<file path="src/rtl/mul_share_pkg.sv">
// Shared widths and round-robin pick helper for the
// shared-multiplier arbiter.
package mul_share_pkg;

    localparam int DEF_N_REQ = 4;
    localparam int DEF_A_W   = 18;
    localparam int DEF_B_W   = 18;
    localparam int DEF_P_W   = 18;
    localparam int MAX_REQ   = 32;

    // First valid index after ptr (wrapping mod n); returns n if none.
    function automatic int unsigned next_grant(
        input logic [MAX_REQ-1:0] valid,
        input int unsigned        ptr,
        input int unsigned        n
    );
        int unsigned g;
        int unsigned idx;
        g = n;
        for (int unsigned k = MAX_REQ; k >= 1; k--) begin
            if (k <= n) begin
                idx = (ptr + k) % n;
                if (valid[idx[4:0]]) begin
                    g = idx;
                end
            end
        end
        return g;
    endfunction

endpackage

</file>
<file path="src/rtl/mul_pipe_stage.sv">
// Registered unsigned multiplier with enable; kept bare so it
// maps onto a single hard DSP multiplier with output register.
module mul_pipe_stage #(
    parameter int A_W = 18,
    parameter int B_W = 18,
    parameter int P_W = 18
) (
    input  logic           clk,
    input  logic           rst_n,
    input  logic           i_en,
    input  logic [A_W-1:0] i_a,
    input  logic [B_W-1:0] i_b,
    output logic [P_W-1:0] o_p
);

    logic [A_W+B_W-1:0] w_full;
    logic [P_W-1:0]     r_p;

    assign w_full = {{B_W{1'b0}}, i_a} * {{A_W{1'b0}}, i_b};

    always_ff @(posedge clk or negedge rst_n) begin
        if (!rst_n) begin
            r_p <= '0;
        end else if (i_en) begin
            r_p <= P_W'(w_full);
        end
    end

    assign o_p = r_p;

endmodule

</file>
<file path="src/rtl/mul_share_arbiter.sv">
// Round-robin arbiter sharing one pipelined multiplier among
// N_REQ requesters; results return in order with requester id.
module mul_share_arbiter
    import mul_share_pkg::*;
#(
    parameter int N_REQ = DEF_N_REQ,
    parameter int A_W   = DEF_A_W,
    parameter int B_W   = DEF_B_W,
    parameter int P_W   = DEF_P_W,
    localparam int ID_W = (N_REQ > 1) ? $clog2(N_REQ) : 1
) (
    input  logic               clk,
    input  logic               rst_n,
    input  logic [N_REQ-1:0]   req_valid,
    output logic [N_REQ-1:0]   req_ready,
    input  logic [N_REQ*A_W-1:0] req_a,
    input  logic [N_REQ*B_W-1:0] req_b,
    output logic               res_valid,
    input  logic               res_ready,
    output logic [P_W-1:0]     res_p,
    output logic [ID_W-1:0]    res_id,
    output logic [1:0]         inflight
);

    logic            r_s1_v;
    logic [A_W-1:0]  r_s1_a;
    logic [B_W-1:0]  r_s1_b;
    logic [ID_W-1:0] r_s1_id;
    logic            r_s2_v;
    logic [ID_W-1:0] r_s2_id;
    logic [ID_W-1:0] r_rr_ptr;

    logic            w_s1_en;
    logic            w_s2_en;
    int unsigned     w_gnt_int;
    logic            w_found;
    logic [ID_W-1:0] w_gnt;
    logic            w_acc;

    assign w_s2_en   = !r_s2_v | res_ready;
    assign w_s1_en   = !r_s1_v | w_s2_en;
    assign w_gnt_int = next_grant(MAX_REQ'(req_valid), 32'(r_rr_ptr), N_REQ);
    assign w_found   = w_gnt_int < N_REQ;
    assign w_gnt     = ID_W'(w_gnt_int);
    assign w_acc     = w_found & w_s1_en & rst_n;

    always_comb begin
        req_ready = '0;
        if (w_acc) begin
            req_ready[w_gnt] = 1'b1;
        end
    end

    always_ff @(posedge clk or negedge rst_n) begin
        if (!rst_n) begin
            r_s1_v   <= 1'b0;
            r_s1_a   <= '0;
            r_s1_b   <= '0;
            r_s1_id  <= '0;
            r_s2_v   <= 1'b0;
            r_s2_id  <= '0;
            r_rr_ptr <= ID_W'(N_REQ - 1);
        end else begin
            if (w_s1_en) begin
                r_s1_v <= w_acc;
            end
            if (w_acc) begin
                r_s1_a   <= req_a[w_gnt*A_W +: A_W];
                r_s1_b   <= req_b[w_gnt*B_W +: B_W];
                r_s1_id  <= w_gnt;
                r_rr_ptr <= w_gnt;
            end
            if (w_s2_en) begin
                r_s2_v <= r_s1_v;
            end
            if (w_s2_en & r_s1_v) begin
                r_s2_id <= r_s1_id;
            end
        end
    end

    mul_pipe_stage #(
        .A_W (A_W),
        .B_W (B_W),
        .P_W (P_W)
    ) u_mul (
        .clk   (clk),
        .rst_n (rst_n),
        .i_en  (w_s2_en & r_s1_v),
        .i_a   (r_s1_a),
        .i_b   (r_s1_b),
        .o_p   (res_p)
    );

    assign res_valid = r_s2_v;
    assign res_id    = r_s2_id;
    assign inflight  = {1'b0, r_s1_v} + {1'b0, r_s2_v};

endmodule

</file>
<file path="config.mk">
export PLATFORM = sky130hd
export DESIGN_NAME = mul_share_arbiter
export DESIGN_NICKNAME = d
export VERILOG_FILES = /design/src/rtl/mul_share_pkg.sv /design/src/rtl/mul_pipe_stage.sv /design/src/rtl/mul_share_arbiter.sv
export SDC_FILE = /design/constraint.sdc
export NUM_CORES = 1
export LEC_CHECK = 0
export ABC_AREA = 1
export CAP_MARGIN = 20
export CELL_PAD_IN_SITES_DETAIL_PLACEMENT = 0
export CELL_PAD_IN_SITES_GLOBAL_PLACEMENT = 1
export CORE_MARGIN = 1
export CORE_UTILIZATION = 30
export DETAILED_ROUTE_END_ITERATION = 8
export PLACE_DENSITY_LB_ADDON = 0.1
export SETUP_SLACK_MARGIN = 0.15
export SYNTH_ARGS = -nofsm -noshare
export SYNTH_HDL_FRONTEND = slang
export SYNTH_SLANG_ARGS = --single-unit
</file>
<file path="constraint.sdc">
create_clock -name clk -period 5.3 [get_ports clk]
set_clock_uncertainty 0.15 [all_clocks]
set_input_delay 0.53 -clock clk [delete_from_list [all_inputs] [get_ports clk]]
set_output_delay 0.53 -clock clk [all_outputs]
set_load 0.1 [all_outputs]
</file>
==> impl_metrics.env, run 1 <==
export IMPL_cp_endpoint="u_mul.o_p[15]"
export IMPL_io_buffers=177
export IMPL_slew_viol_final=0
export IMPL_synth_distinct_cells=39
export IMPL_num_vias=8345
export IMPL_ys_top_cells_by_count="nand2_1, inv_1, fa_1"
export IMPL_final_hold_viol_count=0
export IMPL_syn_area_mm2=0.009268
export IMPL_holdCritPathClass="in -> async"
export IMPL_place_congestion=0.7999
export IMPL_cts_root_buf="clkbuf_16"
export IMPL_fmax_ghz=0.1915
export IMPL_clk_pin_slew_ns=0.06
export IMPL_clock_sinks=62
export IMPL_grt_pass1_wl_mm=46.06
export IMPL_rr_startpoint="r_s1_a[9]"
export IMPL_r2r_end="u_mul.o_p[15]"
export IMPL_synth_seq_cells=62
export IMPL_grt_pass1_vias=8688
export IMPL_cts_buffers=9
export IMPL_viasPerCell=4.349
export IMPL_use_met1=0.2600
export IMPL_drt_initial_drc_count=349
export IMPL_clk_latency_ns=0.36
export IMPL_grt_overflow=0
export IMPL_synth_edf_count=0
export IMPL_seq_area_frac_synth=0.1677
export IMPL_drcViolationCount=0
export IMPL_crit_path_start_kind="flip-flop"
export IMPL_crit_start="r_s1_a[9]"
export IMPL_synth_most_common_cell="nand2_1"
export IMPL_cts_tree="done"
export IMPL_routed_wirelength_mm=28.30
export IMPL_die_area_mm2=0.03160
export IMPL_grt_usage=0.1913
export IMPL_reg2reg_slack_ns=0.08
export IMPL_rsz0062_at_grt="true"
export IMPL_clockBufferDepth=2
export IMPL_end_kind="flip-flop"
export IMPL_grt_util_met3=0.04156
export IMPL_ys_flop_type="dfrtp_1"
export IMPL_worstSetupPathType="reg -> reg"
export IMPL_diodes=0
export IMPL_syn_area_per_cell_um2=7.000
export IMPL_nNetsFinal=1838
export IMPL_io_pins=178
export IMPL_outcome="finished, final reports clean"
export IMPL_synth_area_top_cells="fa_1, nand2_1, dfrtp_1"
export IMPL_post_route_period_util=0.9855
export IMPL_rows=63
export IMPL_critPathArrivalTime_ns=5.31
export IMPL_placed_cells=1891
export IMPL_dieHeight_um=177.8
export IMPL_min_period_ns=5.223
export IMPL_path_max_fanout=6
export IMPL_core_area_mm2=0.03003
export IMPL_setup_viol_count_final=0
export IMPL_ys_warn_count=0
export IMPL_dp_hpwl_mm=23.37
export IMPL_slew_headroom=0.3288
export IMPL_cp_required_ns=5.39
export IMPL_worstMarginPinSlew_ns=1.006
export IMPL_cap_violations=0
export IMPL_synth_top_cell_area_share=0.2355
export IMPL_layout_cells_non_filler=1919
export IMPL_routedWlPerCell_um=14.75
export IMPL_ff2ff_path_depth=21
export IMPL_cts_max_level=3
export IMPL_dr_pass1_iters=5
export IMPL_grtUsageMet2=0.3044
export IMPL_grt_max_degree=86
export IMPL_yosys_area_top_type="fa_1"
export IMPL_synthArstFlopShare=1.000
export IMPL_ant_nets=0
export IMPL_synth_fp_nets=1638
export IMPL_start_util=0.3086
export IMPL_synthCells=1324
export IMPL_antenna_found_initial=1
export IMPL_syn2layout_area_growth_pct=32.89
export IMPL_drive_above_1_share=0.1184
export IMPL_die_x_um=177.8
export IMPL_grt_busiest_layer="met2"
==> flip-flops by register name (all words and copies together) (netlist names) <==
| name | flops |
|---|---|
| r_s1_b | 18 |
| res_id | 2 |
| r_s1_a | 18 |
| r_s1_id | 2 |
| r_rr_ptr | 2 |
| u_mul.o_p | 18 |
| r_s1_v | 1 |
| res_valid | 1 |
==> layout make-up <==
cell class / instances / area (um^2)
inverter: 346 / 1301
tap: 390 / 488.0
fill: 3200 / 17720
clock inverter: 3 / 42.54
sequential: 62 / 1570
multi-input combinational: 852 / 6294
clock buffer: 13 / 260.3
timing repair buffer: 253 / 2360
==> per-stage QoR <==
step / worst slack (ns) / hold slack (ns) / util / TNS, ns / cell area (um^2)
after floorplan: 0.1532 / 0.08441 / - / 0 / 9359
after global placement: -0.1675 / 0.3172 / 0.3907 / -0.1675 / 11730
after detailed placement: -0.2134 / 0.3187 / 0.3907 / -0.2441 / 11730
after CTS: 0.09429 / 0.3345 / 0.4057 / 0 / 12180
after global routing: -0.1414 / 0.3599 / 0.4101 / -0.3659 / 12320
final: 0.07707 / 0.3240 / 0.4101 / 0 / 12320
==> worst max-delay path: stages (launching register included) <==
cell and delay (ns):
dfrtp_2 0.46, buf_4 0.16, buf_4 0.13, nand2_1 0.05, inv_1 0.04, fa_1 0.47
inv_1 0.05, fa_1 0.52, inv_1 0.05, fa_1 0.51, fa_1 0.46, fa_1 0.57
inv_1 0.06, fa_1 0.53, inv_1 0.06, ha_4 0.29, nand2_2 0.07, buf_4 0.13
buf_4 0.12, buf_4 0.12, inv_1 0.04, o31ai_1 0.05
==> routing by layer <==
layer | routed length, um | up-vias
met5 | 0 | -
met4 | 555 | 0
met3 | 1607 | 23
met2 | 12720 | 209
met1 | 13420 | 3856
li1 | - | 4257
==> worst min path at each step <==
stage                 start       endpoint  slack (ns)  depth (start not counted)
5_1_grt        u_mul.o_p[4]   u_mul.o_p[4]        0.36                          2
3_5_place_dp   u_mul.o_p[3]   u_mul.o_p[3]        0.32                          2
6_report              rst_n  u_mul.o_p[12]        0.32                          2
2_1_floorplan         rst_n      r_s1_a[0]        0.08                          0
3_3_place_gp   u_mul.o_p[5]   u_mul.o_p[5]        0.32                          2
4_1_cts        u_mul.o_p[4]   u_mul.o_p[4]        0.33                          2
==> kinds of logic after synthesis <==
group,count (synthesis),share of synthesized area
AND/OR/NAND/NOR,568,0.2503
buffers and inverters,410,0.1752
adder cells (fa/ha/maj),163,0.3084
AO/OA/AOI/OAI,103,0.08060
flip-flops,62,0.1677
XOR/XNOR,18,0.01782
==> timing repair <==
item | in CTS | in global routing
resized for setup | 21 | 36
buffers inserted | 7 | 6
pin swaps | 11 | 26
hold buffers | 0 | 0
endpoints found under the setup margin | 5 | 8
==> placed cells by master, fill, tap and decap left out, types with 3 or more instances in the layout <==
cell / instances
fa_2: 3
dfrtp_1: 47
nor2_1: 15
a21oi_2: 6
o211ai_2: 9
inv_1: 332
o21ai_0: 15
nand2_1: 440
clkbuf_16: 9
a21oi_1: 7
xnor2_1: 8
dfrtp_2: 13
xor2_1: 8
nor2_2: 6
o211ai_1: 48
buf_4: 76
nand3_1: 48
ha_1: 45
o21ai_1: 4
nand2_2: 9
nand3_2: 4
or2_1: 40
o21ai_2: 5
ha_4: 8
inv_2: 12
clkdlybuf4s50_1: 172
fa_1: 106
Power of run 1 is not shown: default switching activity piles up to over one toggle a cycle in this logic, so the estimate is an artifact.
==> run 2, diff against run 1 <==
--- a/config.mk
+++ b/config.mk
@@ -14,6 +14,7 @@
 export DETAILED_ROUTE_END_ITERATION = 8
 export PLACE_DENSITY_LB_ADDON = 0.1
 export SETUP_SLACK_MARGIN = 0.15
+export SKIP_LAST_GASP = 1
 export SYNTH_ARGS = -nofsm -noshare
 export SYNTH_HDL_FRONTEND = slang
 export SYNTH_SLANG_ARGS = --single-unit
==> run 2 against run 1 <==
Effect of this change:
- non-clock buffer count unchanged
- final cell count unchanged
- maximum frequency up 0.23%
- clock-buffer cell count unchanged
- worst hold slack worse by 0.0010 ns
- sequential share of layout area about the same
- routed wire length up 0.15%
- worst setup slack better by 0.012 ns
- register-to-register slack about the same
- flip-flop and latch count unchanged
- critical endpoint unchanged
==> impl_metrics.env, run 2 (same netlist as run 1, synthesis figures left out) <==
export IMPL_outcome="finished, final reports clean"
export IMPL_place_ws_ns=-0.2134
export IMPL_clockBufferDepth=2
export IMPL_routed_wirelength_mm=28.35
export IMPL_fin_ws_ns=0.08910
export IMPL_core_area_mm2=0.03003
export IMPL_dp_hpwl_mm=23.37
export IMPL_routedWlPerCell_um=14.77
export IMPL_worstMarginPinSlew_ns=1.007
export IMPL_rows=63
export IMPL_clk_latency_ns=0.36
export IMPL_cp_required_ns=5.39
export IMPL_diodes=0
export IMPL_crit_chain="buf_4, buf_4, nand2_1, inv_1, fa_1, inv_1, fa_1, inv_1, fa_1, fa_1, fa_1, inv_1, fa_1, inv_1, ha_4, nand2_2, buf_4, buf_4, buf_4, inv_1, o31ai_1"
export IMPL_slew_headroom=0.3279
export IMPL_path_max_fanout=6
export IMPL_drt_initial_drc_count=360
export IMPL_dieHeight_um=177.8
export IMPL_critPathArrivalTime_ns=5.30
export IMPL_dr_pass1_iters=5
export IMPL_fmax_ghz=0.1919
export IMPL_antenna_found_initial=1
export IMPL_nNetsFinal=1838
export IMPL_fin_hold_ws_ns=0.3230
export IMPL_cpMaxStageDelayCell="fa_1"
export IMPL_clock_sinks=62
export IMPL_reg2reg_slack_ns=0.09
export IMPL_die_area_mm2=0.03160
export IMPL_setup_viol_count_final=0
export IMPL_clk_pin_slew_ns=0.06
export IMPL_drcViolationCount=0
export IMPL_ant_nets=0
export IMPL_num_vias=8360
export IMPL_start_util=0.3086
export IMPL_grt_usage=0.1913
export IMPL_grt_overflow=0
export IMPL_grt_pass1_wl_mm=46.06
export IMPL_grt_util_met3=0.04156
export IMPL_grt_pass1_vias=8688
export IMPL_cts_buffers=9
export IMPL_drive_above_1_share=0.1151
export IMPL_crit_path_start_kind="flip-flop"
export IMPL_cts_tree="done"
export IMPL_use_met1=0.2600
export IMPL_path_buf_inv=11
export IMPL_mostFrequentLayoutCell="nand2_1"
export IMPL_ff2ff_path_depth=21
export IMPL_io_pins=178
export IMPL_layout_common_cells="nand2_1, inv_1, clkdlybuf4s50_1"
export IMPL_grt_busiest_layer="met2"
export IMPL_final_hold_viol_count=0
export IMPL_cap_violations=0
export IMPL_place_congestion=0.7999
export IMPL_slew_viol_final=0
export IMPL_min_period_ns=5.211
export IMPL_io_buffers=177
export IMPL_post_route_period_util=0.9832
export IMPL_r2r_end="u_mul.o_p[15]"
export IMPL_rsz0062_at_grt="true"
export IMPL_grt_max_degree=86
export IMPL_end_kind="flip-flop"
export IMPL_grtUsageMet2=0.3044
export IMPL_slowest_delay_ns=0.57
export IMPL_holdCritPathClass="in -> async"
export IMPL_cts_root_buf="clkbuf_16"
export IMPL_syn2layout_area_growth_pct=32.69
export IMPL_viasPerCell=4.356
export IMPL_rr_startpoint="r_s1_a[9]"
export IMPL_worstSetupPathType="reg -> reg"
export IMPL_final_util=0.4094
export IMPL_die_x_um=177.8
export IMPL_cp_top_family="adder cells"
export IMPL_cts_max_level=3
run 2: cell counts in the layout (fill, tap and decap cells not counted):
No cell type changed its count.
run 2: worst max-delay path by stage:
stage                          from            end  slack [ns]  depth (start not counted)
after floorplan           r_s1_b[3]  u_mul.o_p[17]        0.15                         25
after global placement    r_s1_a[2]  u_mul.o_p[17]       -0.17                         23
after detailed placement  r_s1_a[7]  u_mul.o_p[17]       -0.21                         22
after CTS                 r_s1_a[8]  u_mul.o_p[17]        0.09                         24
after global routing      r_s1_a[8]  u_mul.o_p[16]       -0.15                         22
final                     r_s1_a[9]  u_mul.o_p[15]        0.09                         21
run 2: final cells by class:
cell class | instances | area, um^2
Clock buffer | 13 | 260.3
Multi-Input combinational cell | 852 | 6275
Tap cell | 390 | 488.0
Clock inverter | 3 | 42.54
Sequential cell | 62 | 1570
Fill cell | 3201 | 17740
Inverter | 346 | 1301
Timing Repair Buffer | 253 | 2360
run 2: layer usage:
| layer | vias to the layer above | wire (um) | part of all wire |
|---|---|---|---|
| li1 | 4258 | - | - |
| met3 | 21 | 1639 | 0.058 |
| met4 | 0 | 533 | 0.019 |
| met5 | - | 0 | 0 |
| met1 | 3864 | 13410 | 0.47 |
| met2 | 217 | 12760 | 0.45 |
run 2: stage by stage:
step                area (um^2)  setup TNS [ns]  cells
finish                    12300               0   1919
global route              12300         -0.3914   1919
CTS                       12180               0   1914
detailed placement        11730         -0.2441   1891
global placement          11730         -0.1675   1891
floorplan                  9359               0   1324
run 2: what timing repair did:
item / in CTS / in global routing
hold buffers: 0 / 0
buffers inserted: 7 / 6
setup endpoints to repair: 5 / 8
gates resized for setup: 21 / 30
pin swaps: 11 / 26
Power of run 2 is left out for the same reason.
==> run 3, diff against run 2 <==
--- a/config.mk
+++ b/config.mk
@@ -14,6 +14,7 @@
 export DETAILED_ROUTE_END_ITERATION = 8
 export PLACE_DENSITY_LB_ADDON = 0.1
 export SETUP_SLACK_MARGIN = 0.15
+export SKIP_CTS_REPAIR_TIMING = 1
 export SKIP_LAST_GASP = 1
 export SYNTH_ARGS = -nofsm -noshare
 export SYNTH_HDL_FRONTEND = slang
==> constraint.sdc (replaced) <==
create_clock -name clk -period 5.3 [get_ports clk]
set_clock_uncertainty 0.15 [all_clocks]
set_input_delay 0.53 -clock clk [delete_from_list [all_inputs] [get_ports clk]]
set_output_delay 0.53 -clock clk [all_outputs]
set_load 0.02 [all_outputs]
==> run 3 against run 2 <==
Effect of this change:
- register-to-register slack is essentially flat
- sequential share of layout area grew 0.060 points
- largest cell class unchanged
- first-iteration DRC count shrank 7.5%
- non-clock buffer count shrank 1
- worst hold slack lost 0.014 ns
==> impl_metrics.env, run 3 (same netlist as run 1, synthesis figures left out) <==
export IMPL_outcome="finished, final reports clean"
export IMPL_layout_common_cells="nand2_1, inv_1, clkdlybuf4s50_1"
export IMPL_setup_viol_count_final=0
export IMPL_layout_cells_non_filler=1918
export IMPL_fmax_ghz=0.1923
export IMPL_drive_above_1_share=0.1106
export IMPL_grt_overflow=0
export IMPL_grt_pass1_vias=8326
export IMPL_cts_root_buf="clkbuf_16"
export IMPL_end_kind="flip-flop"
export IMPL_grt_max_degree=86
export IMPL_io_buffers=177
export IMPL_cts_buffers=9
export IMPL_critPathArrivalTime_ns=5.31
export IMPL_ff2ff_path_depth=23
export IMPL_diodes=0
export IMPL_grt_pass1_wl_mm=44.76
export IMPL_die_x_um=177.8
export IMPL_placed_cells=1890
export IMPL_num_vias=8165
export IMPL_cts_max_level=3
export IMPL_routedWlPerCell_um=14.39
export IMPL_nFillCells=3163
export IMPL_multi_input_area_mm2=0.006269
export IMPL_slew_viol_final=0
export IMPL_crit_start="r_s1_b[3]"
export IMPL_final_hold_viol_count=0
export IMPL_die_area_mm2=0.03160
export IMPL_clk_latency_ns=0.35
export IMPL_drcViolationCount=0
export IMPL_rsz0062_at_grt="true"
export IMPL_worstMarginPinSlew_ns=0.9970
export IMPL_dp_hpwl_mm=23.07
export IMPL_seqCellArea_mm2=0.001570
export IMPL_dieHeight_um=177.8
export IMPL_io_pins=178
export IMPL_dr_pass1_iters=4
export IMPL_crit_path_start_kind="flip-flop"
export IMPL_clk_pin_slew_ns=0.06
export IMPL_worstSetupPathType="reg -> reg"
export IMPL_holdCritPathClass="in -> async"
export IMPL_reg2reg_slack_ns=0.1
export IMPL_cp_endpoint="u_mul.o_p[16]"
export IMPL_cts_tree="done"
export IMPL_final_util=0.4075
export IMPL_routed_wirelength_mm=27.60
export IMPL_rr_startpoint="r_s1_b[3]"
export IMPL_ant_nets=0
export IMPL_clock_sinks=62
export IMPL_slew_headroom=0.3346
export IMPL_min_period_ns=5.201
export IMPL_start_util=0.3086
export IMPL_viasPerCell=4.257
export IMPL_mostFrequentLayoutCell="nand2_1"
export IMPL_place_congestion=0.8072
export IMPL_clockBufferDepth=2
export IMPL_syn2layout_area_growth_pct=32.06
export IMPL_drt_initial_drc_count=333
export IMPL_nNetsFinal=1837
export IMPL_cp_required_ns=5.41
export IMPL_grt_usage=0.1850
export IMPL_rows=63
export IMPL_path_max_fanout=4
export IMPL_post_route_period_util=0.9814
export IMPL_antenna_found_initial=0
export IMPL_cap_violations=0
export IMPL_r2r_end="u_mul.o_p[16]"
export IMPL_core_area_mm2=0.03003
==> run 3: changes by cell type in the layout (fill, tap and decap cells not counted), moves of 2 or more <==
cell / change
buf_12: -2
a21oi_1: -2
buf_4: -4
inv_2: -2
clkdlybuf4s50_1: +4
a21oi_2: +2
inv_1: +2
nand2_2: -2
ha_4: -2
==> run 3: metal layers <==
| metal | vias up | track usage | part of all wire |
|---|---|---|---|
| li1 | 4259 | - | - |
| met5 | - | 0 | 0 |
| met2 | 168 | 0.2964 | 0.45 |
| met1 | 3723 | 0.2551 | 0.49 |
| met3 | 15 | 0.03556 | 0.051 |
| met4 | 0 | 0.04452 | 0.012 |
==> run 3: how the worst min path moves through the flow <==
stage,startpoint,to,slack [ns],depth (start not counted)
final,rst_n,u_mul.o_p[10],0.31,2
after global placement,u_mul.o_p[4],u_mul.o_p[4],0.32,2
after floorplan,rst_n,r_s1_a[0],0.08,0
after CTS,u_mul.o_p[5],u_mul.o_p[5],0.34,2
after global routing,u_mul.o_p[5],u_mul.o_p[5],0.35,2
after detailed placement,u_mul.o_p[5],u_mul.o_p[5],0.32,2
==> run 3: final cells by class <==
type,instances,area share
clock buffers,13,0.02045
clock inverters,3,0.001636
inverters,346,0.1063
multi-input cells,852,0.5122
flip-flops and latches,62,0.1283
well taps,390,0.03987
repair buffers,252,0.1913
==> run 3: worst max-delay path: stages (launching register included) <==
cell and delay [ns]:
dfrtp_2 0.45, buf_6 0.14, nand2_2 0.05, inv_2 0.03, fa_1 0.52, inv_2 0.04
fa_2 0.54, fa_1 0.41, fa_1 0.49, inv_1 0.05, fa_1 0.49, inv_2 0.04
fa_1 0.49, inv_2 0.05, ha_4 0.27, inv_2 0.06, o21bai_1 0.08, a21oi_1 0.13
nand3_1 0.11, nand2_1 0.07, inv_1 0.06, o21ai_1 0.15, nand3_1 0.09, a31oi_1 0.16
==> run 3: per-stage QoR <==
| stage | setup WS (ns) | hold slack [ns] | cell area, um^2 | setup TNS [ns] |
|---|---|---|---|---|
| 6_report | 0.09876 | 0.3094 | 12240 | 0 |
| 5_1_grt | -0.1347 | 0.3535 | 12240 | -0.2661 |
| 4_1_cts | -0.1300 | 0.3362 | 11980 | -0.1480 |
| 3_5_place_dp | -0.1291 | 0.3183 | 11710 | -0.1306 |
| 3_3_place_gp | -0.1176 | 0.3171 | 11710 | -0.1176 |
| 2_1_floorplan | 0.1542 | 0.08441 | 9359 | 0 |
Power of run 3 is left out for the same reason.
